$ cat src/rtl/mem_access_unit.sv
// -----------------------------------------------------------------------------
// mem_access_unit
//
// Memory-stage access unit. Takes the execute-stage pipeline register, runs a
// req/gnt/rvalid handshake to data memory for loads and stores, and produces
// registered writeback-stage outputs. The upstream pipeline is stalled for the
// whole handshake.
//
// Ports
//   clk, rst          clock; synchronous active-low reset
//   in_valid, flush   execute-stage instruction valid / squash
//   exe_addr          data address
//   exe_wdata         store data
//   exe_result        ALU/link result for non-load instructions
//   mem_read_en       load size mask  (0001 byte, 0011 half, 1111 word)
//   mem_write_en      store size mask (same encoding)
//   load_signed       sign-extend byte/half loads
//   reg_wen_in        writeback enable
//   reg_num_in        destination register
//   dmem_req/wr/be/addr/wdata   memory request (held stable until dmem_gnt)
//   dmem_gnt          request accepted
//   dmem_rvalid/rdata load data return
//   stall_out         hold upstream pipeline
//   wb_valid, wb_data, reg_wen_out, reg_num_out   writeback-stage outputs
//   addr_err          misaligned / illegal-mask access (pulse with wb_valid)
//   bus_err           memory timeout (pulse with wb_valid)
// -----------------------------------------------------------------------------
module mem_access_unit #(
    parameter int MAX_WAIT = 15
) (
    input  logic        clk,
    input  logic        rst,
    input  logic        in_valid,
    input  logic        flush,
    input  logic [31:0] exe_addr,
    input  logic [31:0] exe_wdata,
    input  logic [31:0] exe_result,
    input  logic [3:0]  mem_read_en,
    input  logic [3:0]  mem_write_en,
    input  logic        load_signed,
    input  logic        reg_wen_in,
    input  logic [4:0]  reg_num_in,
    output logic        dmem_req,
    output logic        dmem_wr,
    output logic [3:0]  dmem_be,
    output logic [31:0] dmem_addr,
    output logic [31:0] dmem_wdata,
    input  logic        dmem_gnt,
    input  logic        dmem_rvalid,
    input  logic [31:0] dmem_rdata,
    output logic        stall_out,
    output logic        wb_valid,
    output logic [31:0] wb_data,
    output logic        reg_wen_out,
    output logic [4:0]  reg_num_out,
    output logic        addr_err,
    output logic        bus_err
);

    localparam int CNT_W = $clog2(MAX_WAIT + 1);

    typedef enum logic [1:0] {
        S_IDLE,
        S_REQ,
        S_WAIT,
        S_DONE
    } state_t;

    state_t             state;
    logic [CNT_W-1:0]   wait_cnt;
    logic [1:0]         lat_lane;
    logic [3:0]         lat_rmask;
    logic               lat_signed;
    logic               lat_reg_wen;
    logic               flushed;

    logic [3:0]         size_mask;
    logic               mask_ok;
    logic               aligned;
    logic               access;
    logic               start;
    logic               bad;
    logic               timeout;
    logic [31:0]        store_data;
    logic [7:0]         byte_sel;
    logic [15:0]        half_sel;
    logic [31:0]        load_data;

    // Access decode for the instruction currently in the execute register.
    // NOTE: every signal assigned in always_comb gets a value on every path
    // (defaults first), otherwise synthesis infers a latch.
    always_comb begin
        size_mask = mem_read_en | mem_write_en;
        mask_ok   = ((mem_read_en == 4'b0000) || (mem_write_en == 4'b0000)) &&
                    (size_mask inside {4'b0000, 4'b0001, 4'b0011, 4'b1111});
        aligned   = 1'b1;
        case (size_mask)
            4'b0011: aligned = (exe_addr[0] == 1'b0);
            4'b1111: aligned = (exe_addr[1:0] == 2'b00);
            default: aligned = 1'b1;
        endcase
        access = in_valid && (size_mask != 4'b0000) && !flush;
        bad    = access && !(mask_ok && aligned);
        // Gated by rst so stall_out is 0 while reset is held.
        start  = rst && (state == S_IDLE) && access && mask_ok && aligned;
    end

    // Store data replicated across every lane the access may land in.
    always_comb begin
        case (mem_write_en)
            4'b0001: store_data = {4{exe_wdata[7:0]}};
            4'b0011: store_data = {2{exe_wdata[15:0]}};
            default: store_data = exe_wdata;
        endcase
    end

    // Load extraction from the returned word using the latched lane.
    always_comb begin
        byte_sel = dmem_rdata[{lat_lane, 3'b000} +: 8];
        half_sel = dmem_rdata[{lat_lane[1], 4'b0000} +: 16];
        case (lat_rmask)
            4'b0001: load_data = {{24{lat_signed & byte_sel[7]}}, byte_sel};
            4'b0011: load_data = {{16{lat_signed & half_sel[15]}}, half_sel};
            default: load_data = dmem_rdata;
        endcase
    end

    // Counter spans REQ and WAIT together; cleared when REQ is entered.
    assign timeout = (wait_cnt == CNT_W'(MAX_WAIT - 1));

    always_comb begin
        stall_out = start || (state == S_REQ) || (state == S_WAIT);
    end

    // NOTE: sequential state uses non-blocking assignments only, so every
    // register samples pre-edge values regardless of statement order.
    always_ff @(posedge clk) begin
        if (!rst) begin
            state       <= S_IDLE;
            wait_cnt    <= '0;
            lat_lane    <= '0;
            lat_rmask   <= '0;
            lat_signed  <= 1'b0;
            lat_reg_wen <= 1'b0;
            flushed     <= 1'b0;
            dmem_req    <= 1'b0;
            dmem_wr     <= 1'b0;
            dmem_be     <= '0;
            dmem_addr   <= '0;
            dmem_wdata  <= '0;
            wb_valid    <= 1'b0;
            wb_data     <= '0;
            reg_wen_out <= 1'b0;
            reg_num_out <= '0;
            addr_err    <= 1'b0;
            bus_err     <= 1'b0;
        end else begin
            case (state)
                S_IDLE: begin
                    if (start) begin
                        state       <= S_REQ;
                        wait_cnt    <= '0;
                        dmem_req    <= 1'b1;
                        dmem_wr     <= (mem_write_en != 4'b0000);
                        dmem_be     <= size_mask << exe_addr[1:0];
                        dmem_addr   <= {exe_addr[31:2], 2'b00};
                        dmem_wdata  <= store_data;
                        lat_lane    <= exe_addr[1:0];
                        lat_rmask   <= mem_read_en;
                        lat_signed  <= load_signed;
                        lat_reg_wen <= reg_wen_in;
                        flushed     <= 1'b0;
                        reg_num_out <= reg_num_in;
                        wb_valid    <= 1'b0;
                        reg_wen_out <= 1'b0;
                        addr_err    <= 1'b0;
                        bus_err     <= 1'b0;
                    end else begin
                        // Single-cycle registered pass-through.
                        wb_valid    <= in_valid;
                        wb_data     <= exe_result;
                        reg_wen_out <= reg_wen_in & in_valid & !flush & !bad;
                        reg_num_out <= reg_num_in;
                        addr_err    <= bad;
                        bus_err     <= 1'b0;
                    end
                end

                S_REQ: begin
                    wait_cnt <= wait_cnt + CNT_W'(1);
                    if (flush) flushed <= 1'b1;
                    if (dmem_gnt) begin
                        dmem_req <= 1'b0;
                        if (dmem_wr) begin
                            // A granted store always completes without a
                            // register write, flushed or not.
                            state       <= S_DONE;
                            wb_valid    <= 1'b1;
                            wb_data     <= '0;
                            reg_wen_out <= 1'b0;
                        end else begin
                            state <= S_WAIT;
                        end
                    end else if (timeout) begin
                        dmem_req    <= 1'b0;
                        state       <= S_DONE;
                        wb_valid    <= 1'b1;
                        wb_data     <= '0;
                        reg_wen_out <= 1'b0;
                        bus_err     <= 1'b1;
                    end
                end

                S_WAIT: begin
                    wait_cnt <= wait_cnt + CNT_W'(1);
                    if (flush) flushed <= 1'b1;
                    if (dmem_rvalid) begin
                        state       <= S_DONE;
                        wb_valid    <= 1'b1;
                        wb_data     <= load_data;
                        reg_wen_out <= lat_reg_wen & !flushed & !flush;
                    end else if (timeout) begin
                        state       <= S_DONE;
                        wb_valid    <= 1'b1;
                        wb_data     <= '0;
                        reg_wen_out <= 1'b0;
                        bus_err     <= 1'b1;
                    end
                end

                S_DONE: begin
                    // Result was visible for exactly this cycle; inputs still
                    // hold the finished instruction and are not sampled.
                    state       <= S_IDLE;
                    wb_valid    <= 1'b0;
                    reg_wen_out <= 1'b0;
                    addr_err    <= 1'b0;
                    bus_err     <= 1'b0;
                end

                default: state <= S_IDLE;
            endcase
        end
    end

endmodule

$ cat config.mk
export PLATFORM = sky130hd
export DESIGN_NAME = mem_access_unit
export DESIGN_NICKNAME = d
export VERILOG_FILES = /design/src/rtl/mem_access_unit.sv
export SDC_FILE = /design/constraint.sdc
export NUM_CORES = 1
export LEC_CHECK = 0
export ABC_AREA = 1
export BUFFER_PORTS_ARGS = -buffer_cell sky130_fd_sc_hd__buf_2
export CORE_UTILIZATION = 50
export DETAILED_ROUTE_END_ITERATION = 6
export GPL_TIMING_DRIVEN = 0
export PLACE_DENSITY_LB_ADDON = 0.15
export SKIP_CTS_REPAIR_TIMING = 1
export SLEW_MARGIN = 20
export SYNTH_ARGS = -nofsm -noshare
export SYNTH_HDL_FRONTEND = slang
export SYNTH_SLANG_ARGS = --single-unit
$ cat constraint.sdc
create_clock -name clk -period 3.22 [get_ports clk]
set_input_delay 0.322 -clock clk [delete_from_list [all_inputs] [get_ports clk]]
set_output_delay 0.322 -clock clk [all_outputs]
set_load 0.1 [all_outputs]
# After elaboration in Yosys (flattened, before gate mapping)
# Cells that the tools add are included.
# totals
word_cells	127
ff_bits	124
inputBits	149
latchBits	0
memories	0
mem_bits_rw	0
out_inout_bits	112
mem_bits_ro	0
# op_classes
n_mux	42
order_cmp	0
div_mod_pow	0
bitwise	9
n_mul	0
n_eq_ne	18
shifts	3
addsub	1
reduce_logical	36
# ops
operator	n
32-bit 2-to-1 mux	5
32-bit one-hot mux with 2 select lines	2
32-bit one-hot mux with 3 select lines	1
32-bit by 6-bit indexed part select with 16-bit output	1
32-bit by 6-bit indexed part select with 8-bit output	1
1-bit 2-to-1 mux	20
4-bit by 1-bit equality test with 1-bit output, second input constant	3
4-bit by 2-bit equality test with 1-bit output, second input constant	3
4-bit logical NOT	3
4-bit nonzero test	3
1-bit logical AND	9
3-bit AND reduction	3
4-bit equality test, second input constant	2
2-bit 2-to-1 mux	4
2-bit inequality test, second input constant	4
1-bit one-hot mux with 2 select lines	4
1-bit one-hot mux with 4 select lines	2
2-bit one-hot mux with 4 select lines	1
4-bit one-hot mux with 2 select lines	1
1-bit AND	7
3-bit inequality test, second input constant	2
2-bit AND reduction	3
2-bit nonzero test	3
4-bit by 1-bit adder with 4-bit output, second input constant	1
other kinds (13)	21

# Depth between registers and ports, before layout
# Gate-level depths: netlist of run 1.
# logic_depth
word_depth	11
mapped_depth	15
depth_no_buf	13

# Worst setup path before layout of run 1
# No wires, ideal clock.
# synth_path
kind	reg2out
startpoint	reg state[0]
endpoint	out stall_out
slack_ns	0.778
required_ns	2.898
n_path_buf	2
arrival_time_ns	2.120
path_stages_with_launch	9
path_cell_list	dfxtp_1 inv_1 ha_1 buf_2 nand2_1 nor3_1 nand2_2 clkbuf_1 nand3_1
# synth_between
elab_chain_cells	7
word_cells_on_any_way	9
classes_between	eq/ne (2); reduce/logical (7)
# synth_rtl
element	line	rtl
from (decl)	69	state_t state;
from (signal assigned)	139	state <= S_IDLE;
from (signal assigned)	161	state <= S_REQ;
from (signal assigned)	197	state <= S_DONE;
2-bit logical NOT	105	start = rst && (state == S_IDLE) && access && mask_ok && aligned;
1-bit logical AND (4 in series)	105	
1-bit logical OR	132	stall_out = start || (state == S_REQ) || (state == S_WAIT);
1-bit logical OR (*)	132	
to (decl)	51	output logic stall_out,
# Mark *: on every way between the ends. The rest lies on a longest branch, timed or not.

# Final worst setup path of run 1
# Ends and elaborated chain as after synthesis.

==> impl.org, run 1 <==
** Status
- The run finished, with violations left.
- The final reports fail on DRC.

** Global routing
- Leftover overflow at the end of global routing :: 0
- Entering global routing, the biggest net connects 17 pins.
- Via count of the first global-routing pass :: 7323
- The first global-routing pass estimated 36600 um of wire.
- For this run, the total global-route usage over all layers was measured as 0.3277.
- Antenna violations before repair :: 1

** STA
- After layout, the minimum clock period comes to 3.020 ns.
- Normalized max-slew margin :: 0.5850
- On the final layout, the worst clock skew is 0.005458 ns.
- Setup violations remaining at the end of the flow were counted as 0.
- Highest attainable clock frequency :: 331.1 MHz
- Number of hold violations in the final report :: 0
- Setup repair after global routing left no endpoint under its margin.
- Of the available clock period, the critical path in the final layout requires 0.9379.
- Slew Limit Fails :: 0
- Post-Route Setup TNS :: 0 ns
- Slew @ Worst Pin :: 0.6225 ns

** Setup path
- STA puts the critical path data arrival time at 2.70 ns.
- The worst register-to-register path has a setup slack of 0.74 ns.
- For the worst setup path, the data required time is 2.90 ns.
- The worst setup path is captured at an output port.
- In this run the worst path has a maximum fanout of 10.
- STA classifies the critical path startpoint as a flop.
- The worst setup path is of the reg -> out kind.

** Power
- Of the total power, the share spent switching nets is 0.4967.
- Power density normalized to cell area :: 876.3 mW/mm^2
- Of the total power, combinational logic draws 0.492.
- The share of total power dissipated in sequential elements is 0.246.
- Power share of the clock group :: 0.262
- Leakage power of the design :: 4.664 nW
- VDD sags by at most 893.9 uV.
- Net switching power :: 3.931 mW
- Internal power comes to 3.983 mW.

** Place
- Buffers on Ports :: 257
- Placed Area :: 0.008398 mm^2
- Placed wire-length estimate after detailed placement :: 17880 um
- Gpl congestion :: 0.9592

** Final layout
- Of the cells placed in the final design, the portion with a size suffix greater than 1 is 0.2434.
- From synthesis to final layout, the design area changed by 31.12%.
- Layout net count :: 1552
- Total non-filler cell area in the finished layout :: 0.009031 mm^2
- In the layout the commonest cells are 285 x sky130_fd_sc_hd__nand2_1, 273 x sky130_fd_sc_hd__buf_2, 182 x sky130_fd_sc_hd__nor2_1.
- The library cell used most frequently in the layout, excluding fill and tap cells, is sky130_fd_sc_hd__nand2_1.

** Floorplan
- The region available for standard cell placement spans 0.01335 mm^2.
- In this run the horizontal extent of the chip is 119.4 um.
- Measured along the y axis, the die boundary spans 119.4 um.
- Io pins :: 261
- The initialized floorplan defines 42 standard-cell rows.
- The die covers 0.01425 mm^2.
- For this configuration, the core starts out at a cell density of 0.5160.

** Synth
- In this run the cell area of the synthesized design comes to 0.006888 mm^2.
- The synthesized netlist contains 31 unique library cells.
- Averaged over all synthesized cells, the footprint is 6.166 um^2.
- Syn. warnings :: 0
- Register area share after synthesis :: 0.3604
- Synthesis produced 1117 cells.
- Flop and latch count out of synthesis :: 124

** Detailed routing
- The first detailed-routing pass took 7 iterations.
- After detailed routing, the total wire length is 23680 um.
- Dividing the detail-routed wire length by the instance count gives 14.96 um.
- Total vias in the final route :: 8251
- For this block, the initial DRC count from the detailed router was 676.
- After detailed routing, the number of vias per cell comes to 5.212.
- Post-route DRC violation count :: 3
- The count of nets left with antenna violations once routing finished came out at 0.

** CTS
- TritonCTS built the clock tree.
- Clock Path Buffers :: 2
- Clock-pin slew was measured on the worst setup and hold paths at 0.06 ns.
- CTS Buf Count :: 17
- Latest clock arrival within the worst-skew pair :: 0.42 ns
- The H-tree was split into 4 levels.
- Clock tree synthesis selected as its root buffer the cell sky130_fd_sc_hd__clkbuf_16.
- The tree built by TritonCTS fans out to 124 sinks.

** Job
- The tool flagged a number of max-cap violations equal to 0.

** Worst hold path
- In this run the worst hold path is classified as in -> reg.
worst max-delay path, stage by stage, from the launching register on:
cell and delay [ns]:
sky130_fd_sc_hd__dfxtp_1 0.35, sky130_fd_sc_hd__inv_1 0.18, sky130_fd_sc_hd__ha_1 0.17, sky130_fd_sc_hd__buf_2 0.22
sky130_fd_sc_hd__nand2_1 0.08, sky130_fd_sc_hd__nor3_1 0.22, sky130_fd_sc_hd__nand2_2 0.20, sky130_fd_sc_hd__clkbuf_1 0.33
sky130_fd_sc_hd__nand3_1 0.17, sky130_fd_sc_hd__clkbuf_4 0.34
per-layer routing:
metal / share of wire / wire length [um] / vias to the layer above / track usage
met2: 0.45 / 10770 / 407 / 0.5367
met1: 0.44 / 10300 / 3702 / 0.4359
met3: 0.092 / 2189 / 38 / 0.06657
met4: 0.018 / 420 / 0 / 0.09063
met5: 0 / 0 / - / 0
li1: - / - / 4104 / -
cell usage after synthesis, drive strengths merged:
master	count	share of area
dfxtp	124	0.36
clkbuf	38	0.021
nor3	4	0.0036
a211oi	1	0.0011
a21boi	2	0.0022
nand2	290	0.16
a21oi	81	0.059
o211ai	5	0.0055
or2	15	0.014
nor2	185	0.10
o2111ai	4	0.0051
conb	1	0.00054
o22ai	2	0.0018
nand4	2	0.0040
a31oi	11	0.010
inv	114	0.062
buf	28	0.025
nand3	29	0.022
o21ai	172	0.12
ha	9	0.016
flip-flops by register name, summed over array words and instances (netlist names), 2 cells and up:
signal,cells
dmem_wdata,32
lat_rmask,4
lat_lane,2
dmem_be,4
dmem_addr,30
state,2
reg_num_out,5
wb_data,32
wait_cnt,4
stage by stage:
stage / power (mW) / setup WS, ns / util / hold WS, ns / instances
detailed placement: 5.798 / 0.5715 / 0.6292 / 0.4526 / 1551
global route: 8.309 / 0.07415 / 0.6764 / 0.1338 / 1582
global placement: 5.764 / 0.6259 / 0.6292 / 0.4390 / 1551
finish: 7.914 / 0.2000 / 0.6766 / 0.1252 / 1583
CTS: 7.873 / 0.1240 / 0.6760 / 0.1225 / 1581
floorplan: 5.036 / 0.7776 / - / 0.4268 / 1118
kinds of logic after synthesis:
kind of cell | synth area share
DFF | 0.3604
adders and majority gates | 0.01635
AOI/OAI and AO/OA | 0.2094
other | 0.0005444
and+or+nand+nor | 0.3055
buffers and inverters | 0.1077
power groups by stage:
stage | Combinational [mW] | Sequential, mW | Clock (mW)
final | 3.89 | 1.95 | 2.07
after floorplan | 1.53 | 3.51 | 0
after CTS | 3.85 | 1.94 | 2.08
after global placement | 3.79 | 1.97 | 0
after detailed placement | 3.83 | 1.97 | 0
after global routing | 4.18 | 1.98 | 2.15
layout make-up:
cell class,count,area [um^2]
fillers,1307,4317
multi-input cells,814,3667
flip-flops and latches,124,2482
repair buffers,257,1289
clock buffers,18,429.2
inverters,114,427.9
plain buffers,66,314.1
well taps,176,220.2
clock inverters,12,196.4
diodes,2,5.005
final timing paths:
kind                                        to          start  depth (start not counted)
worst max-delay path                 stall_out       state[0]                          9
worst min-delay path            reg_num_out[0]  reg_num_in[0]                          3
worst max register to register     wb_data[25]       state[0]                         10
worst min register to register        dmem_req       dmem_req                          2
Note: power is estimated with default switching activity, not from simulation.
==> inputs of run 2 (changes only) <==
Settings changed: CELL_PAD_IN_SITES_DETAIL_PLACEMENT set to 0, CELL_PAD_IN_SITES_GLOBAL_PLACEMENT set to 1, CORE_UTILIZATION 50 to 29.
==> impl.org, run 2 (synthesis gave the netlist of run 1 again) <==
** Global routing
- The leftover overflow at the end of global routing came to 0 (unchanged).
- Via count of the first global-routing pass :: 7353 (was 7323)
- The global-route wire length before repair came to 40550 um (was 36600 um).
- Antenna violations before repair :: 4 (was 1)
- Maximum number of pins on one net before global-route repair :: 17 (unchanged)
- Global routing usage summed across all routing layers :: 0.2202 (was 0.3277)

** STA
- Highest attainable clock frequency :: 330.1 MHz (was 331.1 MHz)
- The number of max-slew violations in the final report was 0 (unchanged).
- The slew of the pin with the lowest slew margin was 0.6040 ns (was 0.6225 ns).
- Minimum clock period after layout :: 3.029 ns (was 3.020 ns)
- The minimum setup slack in the final design is 0.1906 ns (was 0.2000 ns).
- Final hold slack :: 0.1225 ns (was 0.1252 ns)
- Final Cycle Share :: 0.9408 (was 0.9379)
- The setup clock skew after layout was 0.01163 ns (was 0.005458 ns).
- The setup-violating endpoint count in the final report was 0 (unchanged).
- RSZ-0062 raised after global routing: false (unchanged).
- Post-Route Setup TNS :: 0 ns (unchanged)
- The final count of hold timing violations came to 0 (unchanged).
- The headroom to the max-slew limit is 0.5973 (was 0.5850).

** Status
- Status :: complete, no violations (was finished, violations left)

** Setup path
- The top cell family by delay on the critical path is buffers and inverters (unchanged).
- Launch point of the worst reg-to-reg path :: state[0] (unchanged)
- The register-to-register setup slack is 0.80 ns (was 0.74 ns).
- CP Launch Type :: flop (unchanged)
- Startpoint-to-endpoint class of the critical path :: reg -> out (unchanged)
- The critical path data required time came to 2.90 ns (about the same).
- Critical Path Slowest Stage Cell :: sky130_fd_sc_hd__clkbuf_1 (was sky130_fd_sc_hd__dfxtp_1)
- Kind of end point of the critical path :: output port (unchanged)
- Peak fanout along the critical path :: 10 (unchanged)
- Highest cell delay on the worst timing path :: 0.46 ns (was 0.35 ns)
- Worst R2R Path Depth :: 10 (unchanged)
- Critical Path Sink :: stall_out (unchanged)
- Buffer and inverter count on the worst path :: 4 (unchanged)
- The capture instance of the worst register-to-register path is wb_data[23] (was wb_data[25]).
- CP cell instances: inv_1 > ha_1 > buf_2 > nand2_1 > nor3_1 > nand2_2 > clkbuf_1 > nand3_1 > clkbuf_4 (unchanged).
- The path length in cells of the critical path came to 9 (unchanged).
- The source of the critical timing path was state[1] (was state[0]).
- The data arrival time of the critical path was 2.71 ns (was 2.70 ns).

** Place
- The worst-case setup slack after placement was 0.5292 ns (was 0.5715 ns).
- Buffers on Ports :: 257 (unchanged)
- Placed Area :: 0.008577 mm^2 (was 0.008398 mm^2)
- Gpl congestion :: 0.8426 (was 0.9592)
- Number of cells after detailed placement :: 1694 (was 1551)
- Placed wire-length estimate after detailed placement :: 20600 um (was 17880 um)

** Detailed routing
- Total vias in the final route :: 7945 (was 8251)
- The final routed wirelength across all metal layers was 26720 um (was 23680 um).
- Antenna viol nets, final :: 0 (unchanged)
- Post-route DRC violation count :: 0 (was 3)
- Drt first pass iters :: 5 (was 7)
- The average vias per placed instance was 4.598 (was 5.212).
- Number of design-rule violations left by the first detailed-router iteration :: 421 (was 676)
- The average routed wire per standard cell was 15.46 um (was 14.96 um).

** Job
- Number of max-capacitance violations reported :: 0 (unchanged)

** CTS
- CTS tree :: built (unchanged)
- Number of sinks driven by the clock tree :: 124 (unchanged)
- Reg clk slew, reported paths :: 0.06 ns (about the same)
- Total number of H-tree levels :: 4 (unchanged)
- The number of buffers created by CTS was 17 (unchanged).
- Clock Path Buffers :: 2 (unchanged)
- The clock latency on the worst-skew pair is 0.43 ns (was 0.42 ns).
- The cell at the root of the clock tree is sky130_fd_sc_hd__clkbuf_16 (unchanged).

** Power
- Leakage power of the design :: 4.634 nW (was 4.664 nW)
- Sum of internal, switching and leakage power :: 7.806 mW (was 7.914 mW)
- The maximum ir drop on the vdd rail was 453.9 uV (was 893.9 uV).
- The total power per unit cell area is 851.7 mW/mm^2 (was 876.3 mW/mm^2).

** Final layout
- The filler cell count in the final layout came to 2727 (was 1307).
- Largest registers :: dmem_wdata x32, wb_data x32, dmem_addr x30 (unchanged)
- Area growth, synth to finish :: 33.06% (was 31.12%)
- Most frequent cells in the layout :: 285 x sky130_fd_sc_hd__nand2_1, 273 x sky130_fd_sc_hd__buf_2, 182 x sky130_fd_sc_hd__nor2_1 (unchanged)
- The number of standard cells in the final layout excluding fillers is 1728 (was 1583).
- Final core utilization :: 0.3916 (was 0.6766)
- The final design area excluding fillers is 0.009165 mm^2 (was 0.009031 mm^2).
- The fraction of layout instances using a drive strength above 1 is 0.2445 (was 0.2434).
- Most common cell after layout, fill and taps aside :: sky130_fd_sc_hd__nand2_1 (unchanged)
- The number of nets in the layout is 1552 (unchanged).

** Floorplan
- Io pins :: 261 (unchanged)
- Initial standard-cell utilization of the core :: 0.2943 (was 0.5160)
- The overall die width came to 156.1 um (was 119.4 um).
- The number of core rows came to 56 (was 42).
- The total die area is 0.02437 mm^2 (was 0.01425 mm^2).
- The die span in y is 156.1 um (was 119.4 um).
- The floorplan core area came to 0.02340 mm^2 (was 0.01335 mm^2).

** Worst hold path
- Worst Hold Class :: in -> reg (unchanged)
- Hold Path Depth :: 3 (unchanged)
==> run 2: layer usage <==
metal | wire [um] | global-route usage
met1 | 12130 | 0.2809
met2 | 12270 | 0.3614
met3 | 1934 | 0.06361
met4 | 351 | 0.05649
met5 | 34 | 0
==> run 2: worst min-delay path: stages <==
cell                     delay [ns]
sky130_fd_sc_hd__buf_2         0.08
sky130_fd_sc_hd__nor2_1        0.03
sky130_fd_sc_hd__nor2_1        0.08
==> run 2: report_power, final <==
part	leakage (nW)	internal [mW]	switching (mW)	total, mW
Combinational	3.34	0.845	3.06	3.90
Sequential	1.01	1.78	0.179	1.95
Clock	0.280	1.10	0.854	1.95
Total	4.63	3.72	4.09	7.81
==> run 2: layout make-up <==
class	instances	area, um^2	area share
Antenna cell	2	5.005	0.0005461
Buffer	66	314.1	0.03427
Clock buffer	18	429.2	0.04683
Clock inverter	14	151.4	0.01652
Inverter	114	427.9	0.04669
Multi-Input combinational cell	814	3667	0.4001
Sequential cell	124	2482	0.2709
Tap cell	319	399.1	0.04355
Timing Repair Buffer	257	1289	0.1406
==> run 2: worst min-delay path by stage <==
stage / start / end / slack [ns]
floorplan: flushed / flushed / 0.43
global placement: flushed / flushed / 0.45
detailed placement: flushed / flushed / 0.45
CTS: reg_num_in[2] / reg_num_out[2] / 0.1
global route: reg_num_in[4] / reg_num_out[4] / 0.11
finish: reg_num_in[2] / reg_num_out[2] / 0.12
